$ cat config.mk
export PLATFORM = sky130hd
export DESIGN_NAME = output_drain_flat
export DESIGN_NICKNAME = d
export VERILOG_FILES = /design/src/rtl/output_drain_pkg.sv /design/src/rtl/output_drain_if.sv /design/src/rtl/output_drain_sync_fifo.sv /design/src/rtl/output_drain.sv /design/src/flat_wrapper.sv
export SDC_FILE = /design/constraint.sdc
export NUM_CORES = 1
export LEC_CHECK = 0
export CORE_MARGIN = 2
export CORE_UTILIZATION = 57
export DETAILED_ROUTE_END_ITERATION = 10
export HOLD_SLACK_MARGIN = 0.06
export PLACE_DENSITY = 0.8
export SLEW_MARGIN = 10
export SYNTH_ARGS = -nofsm -noshare
export SYNTH_HDL_FRONTEND = slang
export SYNTH_SLANG_ARGS = --single-unit
$ cat constraint.sdc
create_clock -name clk -period 7.05 [get_ports clk]
set_input_delay 1.41 -clock clk [delete_from_list [all_inputs] [get_ports clk]]
set_output_delay 1.41 -clock clk [all_outputs]
set_load 0.01 [all_outputs]
$ cat src/rtl/output_drain_pkg.sv
// Shared types and helpers for the output drain stage: FIFO record, FSM
// encoding, result count and the ReLU/shift/saturate post-processor.
package output_drain_pkg;

  // Record fields are sized for the widest configuration; narrower
  // instances zero-extend coordinates and truncate on the way out.
  localparam int REC_DATA_W  = 16;
  localparam int REC_COORD_W = 16;

  typedef struct packed {
    logic signed [REC_DATA_W-1:0]  data;
    logic        [REC_COORD_W-1:0] x;
    logic        [REC_COORD_W-1:0] y;
    logic        [REC_COORD_W-1:0] ch;
  } out_rec_t;

  typedef enum logic [1:0] {
    ST_IDLE = 2'd0,
    ST_RUN  = 2'd1,
    ST_DONE = 2'd2
  } drain_state_e;

  function automatic int total_count(input int w, input int h, input int ch);
    return w * h * ch;
  endfunction

  function automatic logic signed [31:0] post_process(
    input logic signed [31:0] d,
    input int                 shift,
    input int                 out_w,
    input bit                 relu
  );
    logic signed [31:0] v;
    logic signed [31:0] s;
    logic signed [31:0] hi;
    logic signed [31:0] lo;
    v  = (relu && d < 0) ? 32'sd0 : d;
    s  = v >>> shift;
    hi = (32'sd1 <<< (out_w - 1)) - 32'sd1;
    lo = -hi - 32'sd1;
    if (s > hi) return hi;
    if (s < lo) return lo;
    return s;
  endfunction

endpackage

$ cat src/rtl/output_drain_if.sv
// Result-in / drain-out bundle of the output drain stage, plus its status.
interface output_drain_if
  import output_drain_pkg::*;
#(
  parameter int IO_DATA_WIDTH      = 16,
  parameter int OUT_WIDTH          = 8,
  parameter int FIFO_DEPTH         = 8,
  parameter int FEATURE_MAP_WIDTH  = 1024,
  parameter int FEATURE_MAP_HEIGHT = 1024,
  parameter int OUTPUT_NB_CHANNELS = 64
);
  localparam int XW    = $clog2(FEATURE_MAP_WIDTH);
  localparam int YW    = $clog2(FEATURE_MAP_HEIGHT);
  localparam int CHW   = $clog2(OUTPUT_NB_CHANNELS);
  localparam int LW    = $clog2(FIFO_DEPTH + 1);
  localparam int TOTAL = total_count(FEATURE_MAP_WIDTH, FEATURE_MAP_HEIGHT, OUTPUT_NB_CHANNELS);
  localparam int DRW   = $clog2(TOTAL + 1);

  logic                        in_valid;
  logic signed [IO_DATA_WIDTH-1:0] in_data;
  logic [XW-1:0]               in_x;
  logic [YW-1:0]               in_y;
  logic [CHW-1:0]              in_ch;
  logic                        out_valid;
  logic                        out_ready;
  logic signed [OUT_WIDTH-1:0] out_data;
  logic [XW-1:0]               out_x;
  logic [YW-1:0]               out_y;
  logic [CHW-1:0]              out_ch;
  logic [LW-1:0]               fifo_level;
  logic [DRW-1:0]              drained;
  logic                        overflow;
  logic                        stray;
  logic                        done;

  modport slave (
    input  in_valid, in_data, in_x, in_y, in_ch, out_ready,
    output out_valid, out_data, out_x, out_y, out_ch,
           fifo_level, drained, overflow, stray, done
  );

  modport master (
    output in_valid, in_data, in_x, in_y, in_ch, out_ready,
    input  out_valid, out_data, out_x, out_y, out_ch,
           fifo_level, drained, overflow, stray, done
  );
endinterface

$ cat src/rtl/output_drain_sync_fifo.sv
// Show-ahead synchronous FIFO with occupancy output; an extra pointer bit
// separates full from empty.
module sync_fifo #(
  parameter type T     = logic [7:0],
  parameter int  DEPTH = 8
) (
  input  logic                     clk,
  input  logic                     rst_n,
  input  logic                     flush,
  input  logic                     push,
  input  logic                     pop,
  input  T                         wdata,
  output T                         rdata,
  output logic                     empty,
  output logic                     full,
  output logic [$clog2(DEPTH+1)-1:0] level
);
  localparam int AW = $clog2(DEPTH);
  localparam int LW = $clog2(DEPTH + 1);

  T           mem [DEPTH];
  logic [AW:0] wr_ptr;
  logic [AW:0] rd_ptr;

  assign empty = (wr_ptr == rd_ptr);
  assign full  = (wr_ptr[AW] != rd_ptr[AW]) && (wr_ptr[AW-1:0] == rd_ptr[AW-1:0]);
  assign level = LW'(wr_ptr - rd_ptr);
  assign rdata = mem[rd_ptr[AW-1:0]];

  always_ff @(posedge clk) begin
    if (push && !flush) mem[wr_ptr[AW-1:0]] <= wdata;
  end

  always_ff @(posedge clk or negedge rst_n) begin
    if (!rst_n) begin
      wr_ptr <= '0;
      rd_ptr <= '0;
    end else if (flush) begin
      wr_ptr <= '0;
      rd_ptr <= '0;
    end else begin
      if (push) wr_ptr <= wr_ptr + 1'b1;
      if (pop)  rd_ptr <= rd_ptr + 1'b1;
    end
  end
endmodule

$ cat src/rtl/output_drain.sv
// Post-processes conv results (ReLU, shift, saturate), buffers them and drains
// them on a valid/ready stream, flagging drops, strays and completion.
//   state   | meaning
//   IDLE    | after reset, waiting for start; in_valid is stray
//   RUN     | accepting results and draining the FIFO
//   DONE    | all TOTAL results drained; in_valid is stray
module output_drain
  import output_drain_pkg::*;
#(
  parameter int IO_DATA_WIDTH      = 16,
  parameter int OUT_WIDTH          = 8,
  parameter int SHIFT              = 4,
  parameter int RELU_EN            = 1,
  parameter int FIFO_DEPTH         = 8,
  parameter int FEATURE_MAP_WIDTH  = 1024,
  parameter int FEATURE_MAP_HEIGHT = 1024,
  parameter int OUTPUT_NB_CHANNELS = 64
) (
  input  logic           clk,
  input  logic           arst_n_in,
  input  logic           start,
  output_drain_if.slave  bus
);
  localparam int TOTAL = total_count(FEATURE_MAP_WIDTH, FEATURE_MAP_HEIGHT, OUTPUT_NB_CHANNELS);
  localparam int XW    = $clog2(FEATURE_MAP_WIDTH);
  localparam int YW    = $clog2(FEATURE_MAP_HEIGHT);
  localparam int CHW   = $clog2(OUTPUT_NB_CHANNELS);
  localparam int LW    = $clog2(FIFO_DEPTH + 1);
  localparam int DRW   = $clog2(TOTAL + 1);

  localparam logic [1:0] S_IDLE = ST_IDLE;
  localparam logic [1:0] S_RUN  = ST_RUN;
  localparam logic [1:0] S_DONE = ST_DONE;

  logic [1:0]     state;
  logic [DRW-1:0] drained;
  logic           overflow;
  logic           stray;
  logic           in_run;
  logic           push;
  logic           pop;
  logic           empty;
  logic           full;
  logic [LW-1:0]  level;
  out_rec_t       wr_rec;
  out_rec_t       head;

  assign in_run = (state == S_RUN);
  // start flushes, so neither side of the FIFO moves in that cycle
  assign pop    = in_run && !empty && bus.out_ready && !start;
  assign push   = in_run && bus.in_valid && !start && (!full || pop);

  always_comb begin
    wr_rec      = '0;
    wr_rec.data = REC_DATA_W'(post_process(32'(bus.in_data), SHIFT, OUT_WIDTH, RELU_EN != 0));
    wr_rec.x    = REC_COORD_W'(bus.in_x);
    wr_rec.y    = REC_COORD_W'(bus.in_y);
    wr_rec.ch   = REC_COORD_W'(bus.in_ch);
  end

  sync_fifo #(
    .T     (out_rec_t),
    .DEPTH (FIFO_DEPTH)
  ) u_fifo (
    .clk   (clk),
    .rst_n (arst_n_in),
    .flush (start),
    .push  (push),
    .pop   (pop),
    .wdata (wr_rec),
    .rdata (head),
    .empty (empty),
    .full  (full),
    .level (level)
  );

  always_ff @(posedge clk or negedge arst_n_in) begin
    if (!arst_n_in) begin
      state    <= S_IDLE;
      drained  <= '0;
      overflow <= 1'b0;
      stray    <= 1'b0;
    end else if (start) begin
      state    <= S_RUN;
      drained  <= '0;
      overflow <= 1'b0;
      stray    <= 1'b0;
    end else begin
      case (state)
        S_RUN: begin
          if (pop && drained != DRW'(TOTAL)) drained <= drained + 1'b1;
          if (pop && drained == DRW'(TOTAL - 1)) state <= S_DONE;
          if (bus.in_valid && full && !pop) overflow <= 1'b1;
        end
        default: begin
          if (bus.in_valid) stray <= 1'b1;
        end
      endcase
    end
  end

  assign bus.out_valid  = in_run && !empty;
  assign bus.out_data   = bus.out_valid ? OUT_WIDTH'(head.data) : '0;
  assign bus.out_x      = bus.out_valid ? XW'(head.x)  : '0;
  assign bus.out_y      = bus.out_valid ? YW'(head.y)  : '0;
  assign bus.out_ch     = bus.out_valid ? CHW'(head.ch) : '0;
  assign bus.fifo_level = level;
  assign bus.drained    = drained;
  assign bus.overflow   = overflow;
  assign bus.stray      = stray;
  assign bus.done       = (state == S_DONE);
endmodule

$ cat src/flat_wrapper.sv
// flat-port wrapper written by rule: the top's interface ports become plain ports
module output_drain_flat import output_drain_pkg::*;
#(
  parameter int IO_DATA_WIDTH      = 16,
  parameter int OUT_WIDTH          = 8,
  parameter int SHIFT              = 4,
  parameter int RELU_EN            = 1,
  parameter int FIFO_DEPTH         = 8,
  parameter int FEATURE_MAP_WIDTH  = 1024,
  parameter int FEATURE_MAP_HEIGHT = 1024,
  parameter int OUTPUT_NB_CHANNELS = 64
)
  (clk, arst_n_in, start, bus_in_valid, bus_in_data, bus_in_x, bus_in_y, bus_in_ch, bus_out_ready, bus_out_valid, bus_out_data, bus_out_x, bus_out_y, bus_out_ch, bus_fifo_level, bus_drained, bus_overflow, bus_stray, bus_done);
  output_drain_if #(.IO_DATA_WIDTH(IO_DATA_WIDTH), .OUT_WIDTH(OUT_WIDTH), .FIFO_DEPTH(FIFO_DEPTH), .FEATURE_MAP_WIDTH(FEATURE_MAP_WIDTH), .FEATURE_MAP_HEIGHT(FEATURE_MAP_HEIGHT), .OUTPUT_NB_CHANNELS(OUTPUT_NB_CHANNELS)) bus_i ();
  input  logic clk;
  input  logic arst_n_in;
  input  logic start;
  input wire logic [$bits(bus_i.in_valid)-1:0] bus_in_valid;
  input wire logic [$bits(bus_i.in_data)-1:0] bus_in_data;
  input wire logic [$bits(bus_i.in_x)-1:0] bus_in_x;
  input wire logic [$bits(bus_i.in_y)-1:0] bus_in_y;
  input wire logic [$bits(bus_i.in_ch)-1:0] bus_in_ch;
  input wire logic [$bits(bus_i.out_ready)-1:0] bus_out_ready;
  output wire logic [$bits(bus_i.out_valid)-1:0] bus_out_valid;
  output wire logic [$bits(bus_i.out_data)-1:0] bus_out_data;
  output wire logic [$bits(bus_i.out_x)-1:0] bus_out_x;
  output wire logic [$bits(bus_i.out_y)-1:0] bus_out_y;
  output wire logic [$bits(bus_i.out_ch)-1:0] bus_out_ch;
  output wire logic [$bits(bus_i.fifo_level)-1:0] bus_fifo_level;
  output wire logic [$bits(bus_i.drained)-1:0] bus_drained;
  output wire logic [$bits(bus_i.overflow)-1:0] bus_overflow;
  output wire logic [$bits(bus_i.stray)-1:0] bus_stray;
  output wire logic [$bits(bus_i.done)-1:0] bus_done;
  assign bus_i.in_valid = bus_in_valid;
  assign bus_i.in_data = bus_in_data;
  assign bus_i.in_x = bus_in_x;
  assign bus_i.in_y = bus_in_y;
  assign bus_i.in_ch = bus_in_ch;
  assign bus_i.out_ready = bus_out_ready;
  assign bus_out_valid = bus_i.out_valid;
  assign bus_out_data = bus_i.out_data;
  assign bus_out_x = bus_i.out_x;
  assign bus_out_y = bus_i.out_y;
  assign bus_out_ch = bus_i.out_ch;
  assign bus_fifo_level = bus_i.fifo_level;
  assign bus_drained = bus_i.drained;
  assign bus_overflow = bus_i.overflow;
  assign bus_stray = bus_i.stray;
  assign bus_done = bus_i.done;
  output_drain #(.IO_DATA_WIDTH(IO_DATA_WIDTH), .OUT_WIDTH(OUT_WIDTH), .SHIFT(SHIFT), .RELU_EN(RELU_EN), .FIFO_DEPTH(FIFO_DEPTH), .FEATURE_MAP_WIDTH(FEATURE_MAP_WIDTH), .FEATURE_MAP_HEIGHT(FEATURE_MAP_HEIGHT), .OUTPUT_NB_CHANNELS(OUTPUT_NB_CHANNELS)) u_core (.clk(clk), .arst_n_in(arst_n_in), .start(start), .bus(bus_i));
endmodule
# Yosys cells after proc, flatten, opt, wreduce, memory -nomap -nowiden
# Memory sizes are Yosys's and may differ from the RTL's.
# Index checks and enable logic that the tools add are counted.
# totals
register_bits	39
latch_bits	0
mem_bits_rw	336
rom_bits	0
output_inout_bits	69
n_memories	1
# classes
addsub	4
n_mul	0
div	0
n_lt_le_gt_ge	3
n_eq_ne	8
n_shift	0
muxes	30
bitwise_logic	0
reduce_logical	28
# mem_list
memory	depth	word_bits	read_ports	rd_ports_with_merged_regs	write_ports	line_no	source
u_core.u_fifo.mem	8	42	1	0	1	output_drain_sync_fifo.sv:21	T mem [DEPTH];
# ops
cell	count
$mux 27	3
$mux 16	4
$mux 32	1
$gt 28x8->1 const B	1
$lt 28x8->1 const B	1
$add 27x1->27 const B	1
$eq 27x26->1 const B	1
$ne 27x27->1 const B	1
$mux 10	2
$lt 16x1->1 const B	1
$mux 4	4
$reduce_bool 2->1	7
$logic_and 1x1->1	12
$mux 1	11
$add 4x1->4 const B	2
$mux 8	1
$reduce_and 2->1	4
$mux 2	3
$mux 6	1
$eq 4x4->1	1
$logic_not 1->1	4
$sub 4x4->4	1
$eq 3x3->1	1
$eq 2x1->1 const B	1
other kinds (4)	4

# Depth between registers and ports, before layout
# logic_depth
ltp_word	10
depth_mapped	11
ltp_nobuf	7

# Hierarchy
# A second synthesis with hierarchy kept.
# hier_totals
cells_unflattened	1169
area_unflattened_um2	21732.1
# by_module_without_submodules
mod	n_inst	cells_per_inst	area_per_inst_um2	seq_area_each_um2
sync_fifo	1	940	19800.2	15574.9
output_drain	1	229	1931.9	775.7

# Least setup slack after synthesis
# Ideal clock, no wire load.
# synth_timing
path_type	input -> register
from	input port bus_out_ready
to	memory u_core.u_fifo.mem[0][0] in the netlist's numbering (enable)
setup_ns	0.467
arrival_time_ns	4.392
setup_slack_ns	2.191
cell_stages	3
cell_sequence	o311ai_1 > or3_1 > nor3_1
# synth_via
elab_chain_len	7
# synth_rtl
element	line_no	source
start, declared	flat_wrapper.sv:23	input wire logic [$bits(bus_i.out_ready)-1:0] bus_out_ready;
$logic_and 1x1->1 (2 in a row)	output_drain.sv:50	assign pop = in_run && !empty && bus.out_ready && !start;
$logic_or 1x1->1	output_drain.sv:51	assign push = in_run && bus.in_valid && !start && (!full || pop);
$logic_and 1x1->1	output_drain.sv:51	
$logic_and 1x1->1	output_drain_sync_fifo.sv:31	if (push && !flush) mem[wr_ptr[AW-1:0]] <= wdata;
$mux 1	output_drain_sync_fifo.sv:31	
$mux 1 (implied by the code)	output_drain_sync_fifo.sv:31	
end, declared	output_drain_sync_fifo.sv:21	
# Every way passes these cells.

# Final worst setup path
# layout_timing
from	register u_core.u_fifo.rd_ptr[0]
to	output port bus_out_ch[5]
# layout_via
elab_chain_len	4
# layout_rtl
element	line_no	source
start, declared	output_drain_sync_fifo.sv:23	logic [AW:0] rd_ptr;
start signal, assigned	output_drain_sync_fifo.sv:43	if (pop) rd_ptr <= rd_ptr + 1'b1;
parallel branches: the longest is 3 deep, another holds $mem_v2 8x42	-	
$mux 6 *	output_drain.sv:106	assign bus.out_ch = bus.out_valid ? CHW'(head.ch) : '0;
end, declared	flat_wrapper.sv:28	output wire logic [$bits(bus_i.out_ch)-1:0] bus_out_ch;
# Every way passes the cells marked *.

==> flow_summary.yaml <==
run_status:
  outcome: "complete, no violations"
routing:
  drtPass1Iterations: 5
  ant_nets: 0
  routed_via_density: 6.10
  drc: 0
  vias: 7169
  drtIter0Drc: 527
  drt-total-wl_mm: 26.6
  wl_per_cell_microns: 22.6
timing:
  slew_headroom: 0.306
  rsz0062_at_grt: "false"
  setup_viol: 0
  fin_crit_ns: 5.01
  timing_max_transition_violations_final: 0
  hold_ws_ns: 0.507
  fmax_mhz: 200
  hold_viol: 0
  fin_setup_tns_ns: 0
  worst_pin_slew_ns: 1.04
  worst_slack_ns: 2.04
  period_share: 0.710
  fin_worst_skew_ns: 0.0152
layout:
  drive_above_1_share: 0.172
  nets: 924
  final_cell_mix: "edfxtp_1 (272), clkdlybuf4s50_1 (110), nand2_1 (83)"
  mostFrequentLayoutCell: "edfxtp_1"
  fill_cells: 1340
  fin_cells: 1176
  syn2layout_area_growth_pct: 20.4
global_routing:
  grt_antenna_before_repair: 2
  grt_usage: 0.230
  grt_pass1_wl_mm: 41.2
  grt_overflow: 0
  grt_max_degree: 73
  grt_pass1_vias: 7289
power_and_ir_drop:
  p_leak_uw: 0.00503
  total_power_uw: 4440
  ir_drop_mv: 0.284
  power.density_nw_per_um2: 293
clocking:
  post_cts_buffers: 0
  path_clk_slew_ns: 0.06
  clockRootBuffer: "clkbuf_16"
  numCtsBuffers: 31
  cts_tree: "built"
  cts-resized-gates: 0
  clock_latency_ns: 0.57
  holdBufCountCts: 0
  htree_levels: 1
  clockBufferDepth: 3
  cts.sinks: 311
setup_path:
  critPathCaptureType: "output port"
  crit_type: "reg -> out"
  cp.required_ns: 5.64
  critPathArrivalTime_ns: 3.60
  worstPathMaxFanout: 40
  cp-start-kind: "register"
placement:
  hpwl_mm: 14.5
  dp_cells: 1115
  pre_cts_ws_ns: 2.41
  io_buffers: 111
  place.gp.congestion: 0.800
synth:
  synth_edf_count: 272
  synthArstFlopShare: 0.125
  ys_ff_latch: 311
  ys.warnings.count: 0
  synthCells: 741
  synth_area_sq_um: 12600
  ys_dominant_reg_cell: "edfxtp_1"
  avgSynthCellArea_sq_um: 17.0
  ys_seq_area_frac: 0.725
  ys_types: 46
floorplan:
  die_y_microns: 153
  core_sq_um: 21800
  num_rows: 54
  dieArea_sq_um: 23300
  start_util: 0.580
  die_w_microns: 153
  io_pins: 116
job:
  drv_cap: 0
worst_hold_path:
  min_path_type: "reg -> reg"
==> sequential cells by signal, indices dropped and copies added, names as in the netlist <==
signal	flops
u_core.bus.drained	27
u_core.u_fifo.wr_ptr	4
u_core.u_fifo.mem	272
u_core.u_fifo.rd_ptr	4
u_core.bus.stray	1
u_core.bus.overflow	1
u_core.state	2
==> path summary, 6_finish.rpt <==
kind                                                            end  slack, ns                                start  cells past startpoint
worst min-delay path                   u_core.bus.stray$_DFFE_PN0P_       0.51         u_core.bus.stray$_DFFE_PN0P_                      2
worst max-delay path                                  bus_out_ch[5]       2.04  u_core.u_fifo.rd_ptr[0]$_DFFE_PN0P_                      5
worst max register to register   u_core.u_fifo.mem[0][28]$_DFFE_PP_       2.95  u_core.u_fifo.rd_ptr[2]$_DFFE_PN0P_                      7
max in group asynchronous       u_core.u_fifo.rd_ptr[0]$_DFFE_PN0P_       5.43                            arst_n_in                      1
min in group asynchronous        u_core.bus.drained[16]$_DFFE_PN0P_       0.97                            arst_n_in                      1
worst min register to register         u_core.bus.stray$_DFFE_PN0P_       0.51         u_core.bus.stray$_DFFE_PN0P_                      2
==> synthesized netlist by cell type, types with 2 or more instances <==
master	count	area, sq um
nand2_1	83	312
nor3_1	8	40.0
o21ai_0	13	65.1
nand4_1	7	43.8
nor2_1	42	158
and3_1	2	12.5
o22ai_1	2	12.5
ha_1	7	87.6
or3_1	12	75.1
clkbuf_1	23	86.3
xor2_1	7	61.3
o31ai_1	4	30.0
o211ai_1	5	37.5
a21oi_1	53	265
mux4_2	68	1530
nor4_1	7	43.8
nor4_4	2	42.5
buf_2	10	50.1
nand3_1	13	65.1
mux2i_1	3	30.0
dfrtp_1	39	976
edfxtp_1	272	8170
a22o_1	2	17.5
xnor2_1	7	61.3
or4_1	6	45.0
mux2_2	2	22.5
nor2b_1	2	12.5
o21a_1	2	15.0
a21o_1	2	15.0
o2111ai_1	2	17.5
inv_1	16	60.1
buf_1	4	15.0
==> metrics by stage <==
stage | instance area [sq um] | util
final | 15200 | 0.698
after global placement | 14100 | 0.649
after CTS | 15200 | 0.697
after floorplan | 12600 | -
after global routing | 15200 | 0.698
after detailed placement | 14100 | 0.649
==> kinds of logic after synthesis <==
kind of cell    count (synthesis)  share of synthesized area
compound gates                 89                     0.0401
xor+xnor                       14                    0.00972
fa+ha+maj                       8                    0.00853
buf+inv                        54                     0.0171
flops                         311                      0.725
mux                            73                      0.126
other cells                     1                   0.000297
simple gates                  191                     0.0735
==> layout make-up <==
type | count | area (sq um) | share of cell area
flip-flops and latches | 311 | 9150 | 0.603
inverters | 17 | 63.8 | 0.00420
clock buffers | 31 | 776 | 0.0511
diodes | 2 | 5.00 | 0.000330
multi-input cells | 383 | 3360 | 0.221
well taps | 280 | 350 | 0.0231
clock inverters | 27 | 249 | 0.0164
repair buffers | 125 | 1230 | 0.0811
==> report_power, final <==
part	switching, uW	total, uW	internal [uW]
Sequential	43.4	2080	2040
Combinational	356	734	377
Clock	678	1630	950
Total	1080	4440	3360
==> critical path: stages, from the launching register on <==
cell and delay [ns]:
dfrtp_4 0.85, buf_4 0.76, mux4_2 0.36, nand2_1 0.07
a21oi_1 0.36, clkdlybuf4s50_1 0.61
==> metal layers <==
metal	up-vias	GRT usage	share of wire
li1	3167	-	-
met1	3657	0.316	0.41
met2	298	0.378	0.50
met3	47	0.0498	0.071
met4	0	0.0661	0.024
met5	-	0	0
Power figures use the tool's default switching activity.
